### config.mk
export PLATFORM = sky130hd
export DESIGN_NAME = bp_btb_2bit
export DESIGN_NICKNAME = d
export VERILOG_FILES = /design/src/rtl/bp_pkg.sv /design/src/rtl/bp_sat_counter.sv /design/src/rtl/bp_btb_2bit.sv
export SDC_FILE = /design/constraint.sdc
export NUM_CORES = 2
export LEC_CHECK = 0
export ABC_AREA = 1
export BUFFER_PORTS_ARGS = -buffer_cell sky130_fd_sc_hd__buf_2
export CAP_MARGIN = 20
export CORE_MARGIN = 4
export CORE_UTILIZATION = 40
export CTS_CLUSTER_SIZE = 28
export DETAILED_ROUTE_END_ITERATION = 12
export GPL_ROUTABILITY_DRIVEN = 0
export HOLD_SLACK_MARGIN = 0.03
export PLACE_DENSITY = 0.57
export SLEW_MARGIN = 10
export SYNTH_ARGS = -nofsm -noshare
export SYNTH_HDL_FRONTEND = slang
export SYNTH_SLANG_ARGS = --single-unit
### constraint.sdc
create_clock -name clk -period 103.4 [get_ports clk]
set_clock_uncertainty 0.05 [all_clocks]
set_input_delay 5.17 -clock clk [delete_from_list [all_inputs] [get_ports clk]]
set_output_delay 5.17 -clock clk [all_outputs]
set_load 0.1 [all_outputs]
### src/rtl/bp_pkg.sv
// rtl/bp_pkg.sv - shared constants and helpers for the 2-bit branch target buffer
package bp_pkg;

  localparam logic [1:0] STRONG_NT = 2'b00;
  localparam logic [1:0] WEAK_NT   = 2'b01;
  localparam logic [1:0] WEAK_T    = 2'b10;
  localparam logic [1:0] STRONG_T  = 2'b11;

  localparam int INST_BYTES = 4;

  function automatic int calc_idx_w(input int entries);
    int w;
    w = 0;
    for (int i = 0; i < 31; i++) begin
      if ((1 << i) < entries) w = i + 1;
    end
    return w;
  endfunction

endpackage

### src/rtl/bp_sat_counter.sv
// rtl/bp_sat_counter.sv - 2-bit saturating predictor next-state and prediction bit
module bp_sat_counter
  import bp_pkg::*;
(
  input  logic [1:0] state,
  input  logic       taken,
  output logic [1:0] next_state,
  output logic       pred
);

  always_comb begin
    next_state = state;
    if (taken) begin
      if (state != STRONG_T) next_state = state + 2'd1;
    end else begin
      if (state != STRONG_NT) next_state = state - 2'd1;
    end
  end

  assign pred = state[1];

endmodule

### src/rtl/bp_btb_2bit.sv
// rtl/bp_btb_2bit.sv - direct-mapped BTB with 2-bit predictors, flush and mispredict counter
module bp_btb_2bit
  import bp_pkg::*;
#(
  parameter int XLEN    = 32,
  parameter int ENTRIES = 32,
  parameter int TAG_W   = 8,
  parameter int CNT_W   = 16
) (
  input  logic             clk,
  input  logic             rst,
  input  logic [XLEN-1:0]  lookup_pc,
  output logic             lookup_hit,
  output logic             pred_taken,
  output logic [XLEN-1:0]  pred_target,
  input  logic             upd_valid,
  input  logic [XLEN-1:0]  upd_pc,
  input  logic             upd_taken,
  input  logic [XLEN-1:0]  upd_target,
  input  logic             upd_mispredict,
  input  logic             flush,
  output logic [CNT_W-1:0] mispred_count
);

  localparam int IDX_W = calc_idx_w(ENTRIES);

  logic              valid_q  [ENTRIES];
  logic [TAG_W-1:0]  tag_q    [ENTRIES];
  logic [XLEN-1:0]   target_q [ENTRIES];
  logic [1:0]        ctr_q    [ENTRIES];
  logic [CNT_W-1:0]  mis_q, mis_d;

  logic [IDX_W-1:0]  lk_idx, up_idx;
  logic [TAG_W-1:0]  lk_tag, up_tag;
  logic              up_hit;
  logic [1:0]        up_ctr_next;
  logic              up_pred;

  // Index and tag are taken by shifting the whole PC so that bits [1:0] drop out naturally.
  assign lk_idx = IDX_W'(lookup_pc >> 2);
  assign lk_tag = TAG_W'(lookup_pc >> (IDX_W + 2));
  assign up_idx = IDX_W'(upd_pc >> 2);
  assign up_tag = TAG_W'(upd_pc >> (IDX_W + 2));

  assign lookup_hit  = valid_q[lk_idx] && (tag_q[lk_idx] == lk_tag);
  assign pred_taken  = lookup_hit && ctr_q[lk_idx][1];
  assign pred_target = lookup_hit ? target_q[lk_idx] : lookup_pc + XLEN'(INST_BYTES);

  assign up_hit = valid_q[up_idx] && (tag_q[up_idx] == up_tag);

  bp_sat_counter u_sat (
    .state      (ctr_q[up_idx]),
    .taken      (upd_taken),
    .next_state (up_ctr_next),
    .pred       (up_pred)
  );

  always_ff @(posedge clk or posedge rst) begin
    if (rst) begin
      for (int i = 0; i < ENTRIES; i++) begin
        valid_q[i]  <= 1'b0;
        tag_q[i]    <= '0;
        target_q[i] <= '0;
        ctr_q[i]    <= STRONG_NT;
      end
    end else if (flush) begin
      // Flush drops any concurrent update; only valid bits are cleared.
      for (int i = 0; i < ENTRIES; i++) valid_q[i] <= 1'b0;
    end else if (upd_valid) begin
      if (up_hit) begin
        ctr_q[up_idx] <= up_ctr_next;
        if (upd_taken) target_q[up_idx] <= upd_target;
      end else if (upd_taken) begin
        valid_q[up_idx]  <= 1'b1;
        tag_q[up_idx]    <= up_tag;
        target_q[up_idx] <= upd_target;
        ctr_q[up_idx]    <= WEAK_T;
      end
    end
  end

  always_comb begin
    mis_d = mis_q;
    if (upd_valid && upd_mispredict && (mis_q != {CNT_W{1'b1}})) mis_d = mis_q + 1'b1;
  end

  always_ff @(posedge clk or posedge rst) begin
    if (rst) mis_q <= '0;
    else     mis_q <= mis_d;
  end

  assign mispred_count = mis_q;

endmodule

Yosys cells after proc, flatten, opt, wreduce, memory -nomap -nowiden

Index checks and enable logic that the tools add are counted.

Bitwise gates (word level): 8
Eq/ne operators: 5
Magnitude comparators: 3
$add $sub $neg: 4
Muxes and demuxes: 42
Reductions and logical operators: 14

Operator list:

| operator                                       | number |
|---|---|
| bitwise mux 1024 bit                           | 1 |
| bitwise mux 256 bit                            | 1 |
| 2-to-1 mux 32 bit                              | 8 |
| binary-select mux 32 bit (select 5 bit)        | 1 |
| demux 32 bit (select 5 bit)                    | 1 |
| 2-to-1 mux 64 bit                              | 2 |
| binary-select mux 8 bit (select 5 bit)         | 2 |
| bitwise mux 64 bit                             | 1 |
| OR 32 bit                                      | 2 |
| demux 8 bit (select 5 bit)                     | 1 |
| 2-to-1 mux 8 bit                               | 5 |
| adder 32 x 3 -> 32 bit (second input constant) | 1 |
| AND 32 bit                                     | 1 |
| inverter 32 bit                                | 1 |
| binary-select mux 2 bit (select 5 bit)         | 2 |
| adder 16 x 1 -> 16 bit (second input constant) | 1 |
| == test 8 bit                                  | 2 |
| 2-to-1 mux 2 bit                               | 8 |
| inequality test 16 bit (second input constant) | 1 |
| >= comparator 6 bit (second input constant)    | 2 |
| inverter 5 -> 6 bit                            | 2 |
| binary-select mux 1 bit (select 5 bit)         | 2 |
| demux 2 bit (select 5 bit)                     | 1 |
| AND reduction 3 bit                            | 3 |
| 10 further kinds                               | 24 |

Input port bits: 102
Word-level logic and storage cells: 205
Flip-flop bits (word level): 1392
Output and inout port bits: 50

Longest topological paths before layout

Word-level depth: 10
Gate-level depth with buffers: 25
Depth with buffers taken out: 20

Hierarchy

Synthesis repeated with hierarchy kept, for this count alone.

Cells, all modules: 8302
Area, all modules: 66531.3 um^2

By module, submodules not included:

| module         | sequential area each (um^2) | cells each | area an instance (um^2) | times used |
|---|---|---|---|---|
| bp_btb_2bit    | 34833.4                     | 8295       | 66498.8                 | 1 |
| bp_sat_counter | 0.0                         | 7          | 32.5                    | 1 |

Least setup slack after synthesis

No wires, ideal clock.

Path kind: in2out
Start: input port lookup_pc[4]
End: output port pred_target[18]
Slack: 90173 ps
Arrival: 8007 ps
Buffers on the path: 3
Cell stages on the path: 14
Data required time: 98180 ps
Cell sequence: buf_2 nor2_1 clkbuf_1 nand2_1 nand3b_1 nand2_1 nand2_1 nand2_1 nor2_1 nand3_1 nor2_2 buf_2 nand2_1 nand2_1

Longest elaborated chain between the ends: 7
Elaborated cells between the ends (all ways): 14
Those cells by class: add/sub (1); eq/ne (1); mux (10); bitwise (1); reduce/logical (1)

Ends and longest elaborated chain:

| item                                                | line              | text |
|---|---|---|
| start, declared                                     | bp_btb_2bit.sv:12 | `input logic [XLEN-1:0] lookup_pc,` |
| inverter 5 -> 6 bit (not written as such) *         | bp_btb_2bit.sv:45 | `assign lookup_hit = valid_q[lk_idx] && (tag_q[lk_idx] == lk_tag);` |
| binary-select mux 8 bit (select 5 bit)              | bp_btb_2bit.sv:45 |  |
| 2-to-1 mux 8 bit (not written as such) (2 in a row) | bp_btb_2bit.sv:45 |  |
| == test 8 bit                                       | bp_btb_2bit.sv:45 |  |
| logical AND 1 bit *                                 | bp_btb_2bit.sv:45 |  |
| named net lookup_hit                                | bp_btb_2bit.sv:13 | `output logic lookup_hit,` |
| 2-to-1 mux 32 bit *                                 | bp_btb_2bit.sv:47 | `assign pred_target = lookup_hit ? target_q[lk_idx] : lookup_pc + XLEN'(INST_BYTES);` |
| end, declared                                       | bp_btb_2bit.sv:15 | `output logic [XLEN-1:0] pred_target,` |

The timed path passes the listed nets; every way through them passes the cells marked *. The select of a mux whose other input is x is not followed.

Worst setup path in the final report

Start: input port lookup_pc[2]
End: output port pred_target[3]

Longest elaborated chain between the ends: 7
Elaborated cells between the ends (all ways): 14
Those cells by class: add/sub (1); eq/ne (1); mux (10); bitwise (1); reduce/logical (1)

Ends and longest elaborated chain:

| item                                                | line |
|---|---|
| inverter 5 -> 6 bit (not written as such)           | bp_btb_2bit.sv:45, bp_btb_2bit.sv:47 |
| binary-select mux 8 bit (select 5 bit)              | bp_btb_2bit.sv:45 |
| 2-to-1 mux 8 bit (not written as such) (2 in a row) | bp_btb_2bit.sv:45 |
| == test 8 bit                                       | bp_btb_2bit.sv:45 |
| logical AND 1 bit                                   | bp_btb_2bit.sv:45 |
| 2-to-1 mux 32 bit *                                 | bp_btb_2bit.sv:47 |

Mark *: on every way between the ends. The rest lies on a longest branch, timed or not. The select of a mux whose other input is x is not followed.

==> impl_metrics.yaml <==
power:
  power_w: 0.00136
  total_power_density_per_cell_area_nw_per_um2: 18.4
  leak_pwr_nw: 34.1
  worst_ir_drop_vdd_v: 0.0000187
floorplanning:
  die_boundary_width_um: 417
  start_util_pct: 40.4
  fp.dieH_um: 417
  core-area_um2: 166000
  floorplan.rows: 149
  pin_count: 152
  die_ar_um2: 174000
clock_network:
  clock_sink_count: 1392
  number_of_setup_buffers_added_after_cts: 0
  clock_tree.htree_level_count: 4
  cts.hold.buffers_added: 0
  ctsLongestPathBuffers: 3
  insertion_delay_ns: 0.81
  cts_tree: "yes"
  cts_resized: 0
  cts-buffers-inserted: 156
  root_buffer: "sky130_fd_sc_hd__clkbuf_16"
  clock_transition_at_the_register_clock_pins_on_the_worst_setup_and_hold_paths_after_cts_ns: 0.05
flow_run:
  max_cap_violations: 0
finish:
  design.final.nets: 8378
  core_occupancy_in_the_finished_layout_pct: 44.6
  synthToLayoutAreaGrowth_pct: 10.4
  final_cell_count_no_fill: 10600
  drive_above_1_share_pct: 6.93
logic_synthesis:
  synth-edff-count: 0
  number_of_distinct_library_cell_variants_in_the_gate_level_netlist_after_synthesis: 44
  yosysSeqAreaShare_pct: 52.1
  yosys_most_used_dff: "sky130_fd_sc_hd__dfrtp_1"
  synth_top_area_share_pct: 52.1
  cell_types_with_the_largest_area_share_after_synthesis: "sky130_fd_sc_hd__dfrtp_1 52%, sky130_fd_sc_hd__o21ai_0 15%, sky130_fd_sc_hd__nand2_1 14%"
  synth_common_cells: "2519 x sky130_fd_sc_hd__nand2_1, 1985 x sky130_fd_sc_hd__o21ai_0, 1392 x sky130_fd_sc_hd__dfrtp_1"
  yosysWarningCount: 0
  netlist.top_cell.by_area: "sky130_fd_sc_hd__dfrtp_1"
  flop_and_latch_count_out_of_synthesis: 1392
  synth.cell_area_um2: 66900
  synthCells: 8599
  synth.avg_cell_area_um2: 7.78
  synthesis.nets: 8703
  library_cell_with_the_highest_instance_count_after_synthesis: "sky130_fd_sc_hd__nand2_1"
  synth_async_sr_flop_share_pct: 100
timing:
  period_minus_slack_ns: 16.26
  clock.fmax_mhz: 61.5
  setup_viol: 0
  worst_relative_slew_slack_pct: 20.4
  drv_slew: 0
  tightestPinTransition_ns: 1.19
  rsz_0062_raised_after_global_routing: "no"
  final.setup.worst_slack_ns: 87.14
  hold_viol_final: 0
  post-route-period-util_pct: 15.7
  totalNegativeSetupSlack_ns: 0
placement:
  portBuffers: 132
  hpwl_mm: 127
  place.detailed.instances: 10300
  pre_cts_ws_ns: 87.08
worst_setup_path:
  worstPathCellList: "buf_8 > buf_4 > buf_4 > buf_12 > o21ai_0 > o211ai_1 > nand2_1 > nor2_1 > nand2_1 > nand3_1 > nand2_1 > nor2_1 > nand2_1 > nor2_1 > nand2_1 > nand2_1 > nand2_1 > buf_2"
  worst_ep_required_time_ns: 98.18
  worstSetupStartpointType: "primary input"
  worstPathMaxFanout: 180
  critical_path.endpoint_type: "primary output"
  worst_r2r_startpoint: "tag_q[149]"
  crit_path_frequent_cell: "sky130_fd_sc_hd__nand2_1"
  worst-endpoint-arrival_ns: 11.04
  worst_path_max_delay_cell: "sky130_fd_sc_hd__buf_4"
  rr_worst_depth: 19
  critical_path.max_stage_delay_ns: 0.90
  reg2reg_slack_ns: 99.16
  critical_path_class: "in -> out"
  worstReg2RegEnd: "ctr_q[59]"
detailed_routing:
  routed_wl_mm: 238
  number_of_vias_after_detailed_routing: 59800
  drt-initial-drc-count: 7439
  dr.pass1.iters: 7
  viasPerCell: 5.65
  drt_drc_violations_left: 0
  route.detailed.wl_per_inst_um: 22.4
  route.antenna.remaining_nets: 0
hold_path:
  hold_path.class: "reg -> reg"
  hold-path-cell-count: 2
  min_delay_startpoint: "ctr_q[0]"
  min_to: "ctr_q[0]"
global_routing:
  maximum_number_of_pins_on_one_net_before_global_route_repair: 181
  overflow: 0
  grt_antenna_before_repair: 8
  grt_first_pass_wirelength_mm: 359
  via_count_of_the_first_global_routing_pass: 56100
  groute.usage.overall_pct: 26.9
outcome:
  run_status: "finished clean"
## report_power, final
| part | internal (W) | total [W] | switching, W | leakage (nW) |
|---|---|---|---|---|
| combinational | 0.0000472 | 0.000164 | 0.000117 | 12.6 |
| clock | 0.000341 | 0.000579 | 0.000238 | 2.63 |
| sequential | 0.000590 | 0.000616 | 0.0000257 | 18.8 |
| total | 0.000978 | 0.00136 | 0.000381 | 34.1 |
## worst max path at each step
stage,endpoint,depth (start not counted),startpoint,slack (ns)
4_1_cts,pred_target[3],18,lookup_pc[2],87.08
2_1_floorplan,ctr_q[0],1,rst,58.93
3_3_place_gp,pred_target[3],18,lookup_pc[2],87.12
3_5_place_dp,pred_target[3],18,lookup_pc[2],87.08
6_report,pred_target[3],18,lookup_pc[2],87.14
5_1_grt,pred_target[3],18,lookup_pc[2],86.77
## worst max-delay path, delay by kind of cell
kind / cells / cell delay (ns)
AND/OR/NAND/NOR: 11 / 2.26
AO/OA/AOI/OAI: 2 / 0.48
buffers and inverters: 5 / 3.03
## flip-flops by register name, indices dropped and copies added (netlist names)
| name | count |
|---|---|
| ctr_q | 64 |
| mispred_count | 16 |
| tag_q | 256 |
| target_q | 1024 |
| valid_q | 32 |
## cells by family (layout without fill, tap and decap cells)
| group | count (synthesis) | count (layout) | synth area share, % |
|---|---|---|---|
| compound gates | 2615 | 2615 | 20.8 |
| xor+xnor | 38 | 38 | 0.497 |
| fa+ha+maj | 2 | 2 | 0.0374 |
| buf+inv | 966 | 767 | 5.79 |
| flops | 1392 | 1392 | 52.1 |
| other cells | 0 | 2 | 0 |
| simple gates | 3586 | 3586 | 20.8 |
## layout make-up
class	count	area, µm²
Antenna cell	2	5.00
Clock buffer	226	4570
Clock inverter	58	746
Fill cell	16700	91700
Inverter	249	967
Multi-Input combinational cell	6241	28400
Sequential cell	1392	34800
Tap cell	2189	2740
Timing Repair Buffer	234	1600
## layer usage
layer  GRT usage [%]  routed length [µm]
met4            11.2               10600
met5               0                  17
met1            37.2              102000
met2            42.4              107000
met3            3.96               18100
## metrics by stage
stage | instance area [µm²] | hold WS [ns]
finish | 73900 | 0.423
global route | 73900 | 0.442
CTS | 73800 | 0.424
detailed placement | 68500 | 0.410
global placement | 68400 | 0.407
floorplan | 66900 | 0.391
## cell usage in the layout (no fill, tap or decap), drive strengths merged, types with 10 or more instances in the layout
cell / n
a31oi: 30
nand3: 189
o21ai: 2054
a21oi: 162
clkinv: 34
nand2: 2531
a221oi: 17
nor2: 800
dfrtp: 1392
xnor2: 10
nor3: 35
a32oi: 16
a22oi: 22
inv: 257
o221ai: 39
bufinv: 13
clkbuf: 226
nand4: 19
buf: 234
o211ai: 48
a31o: 15
xor2: 28
o22ai: 191
No activity file was read; power rests on OpenSTA's default activity.
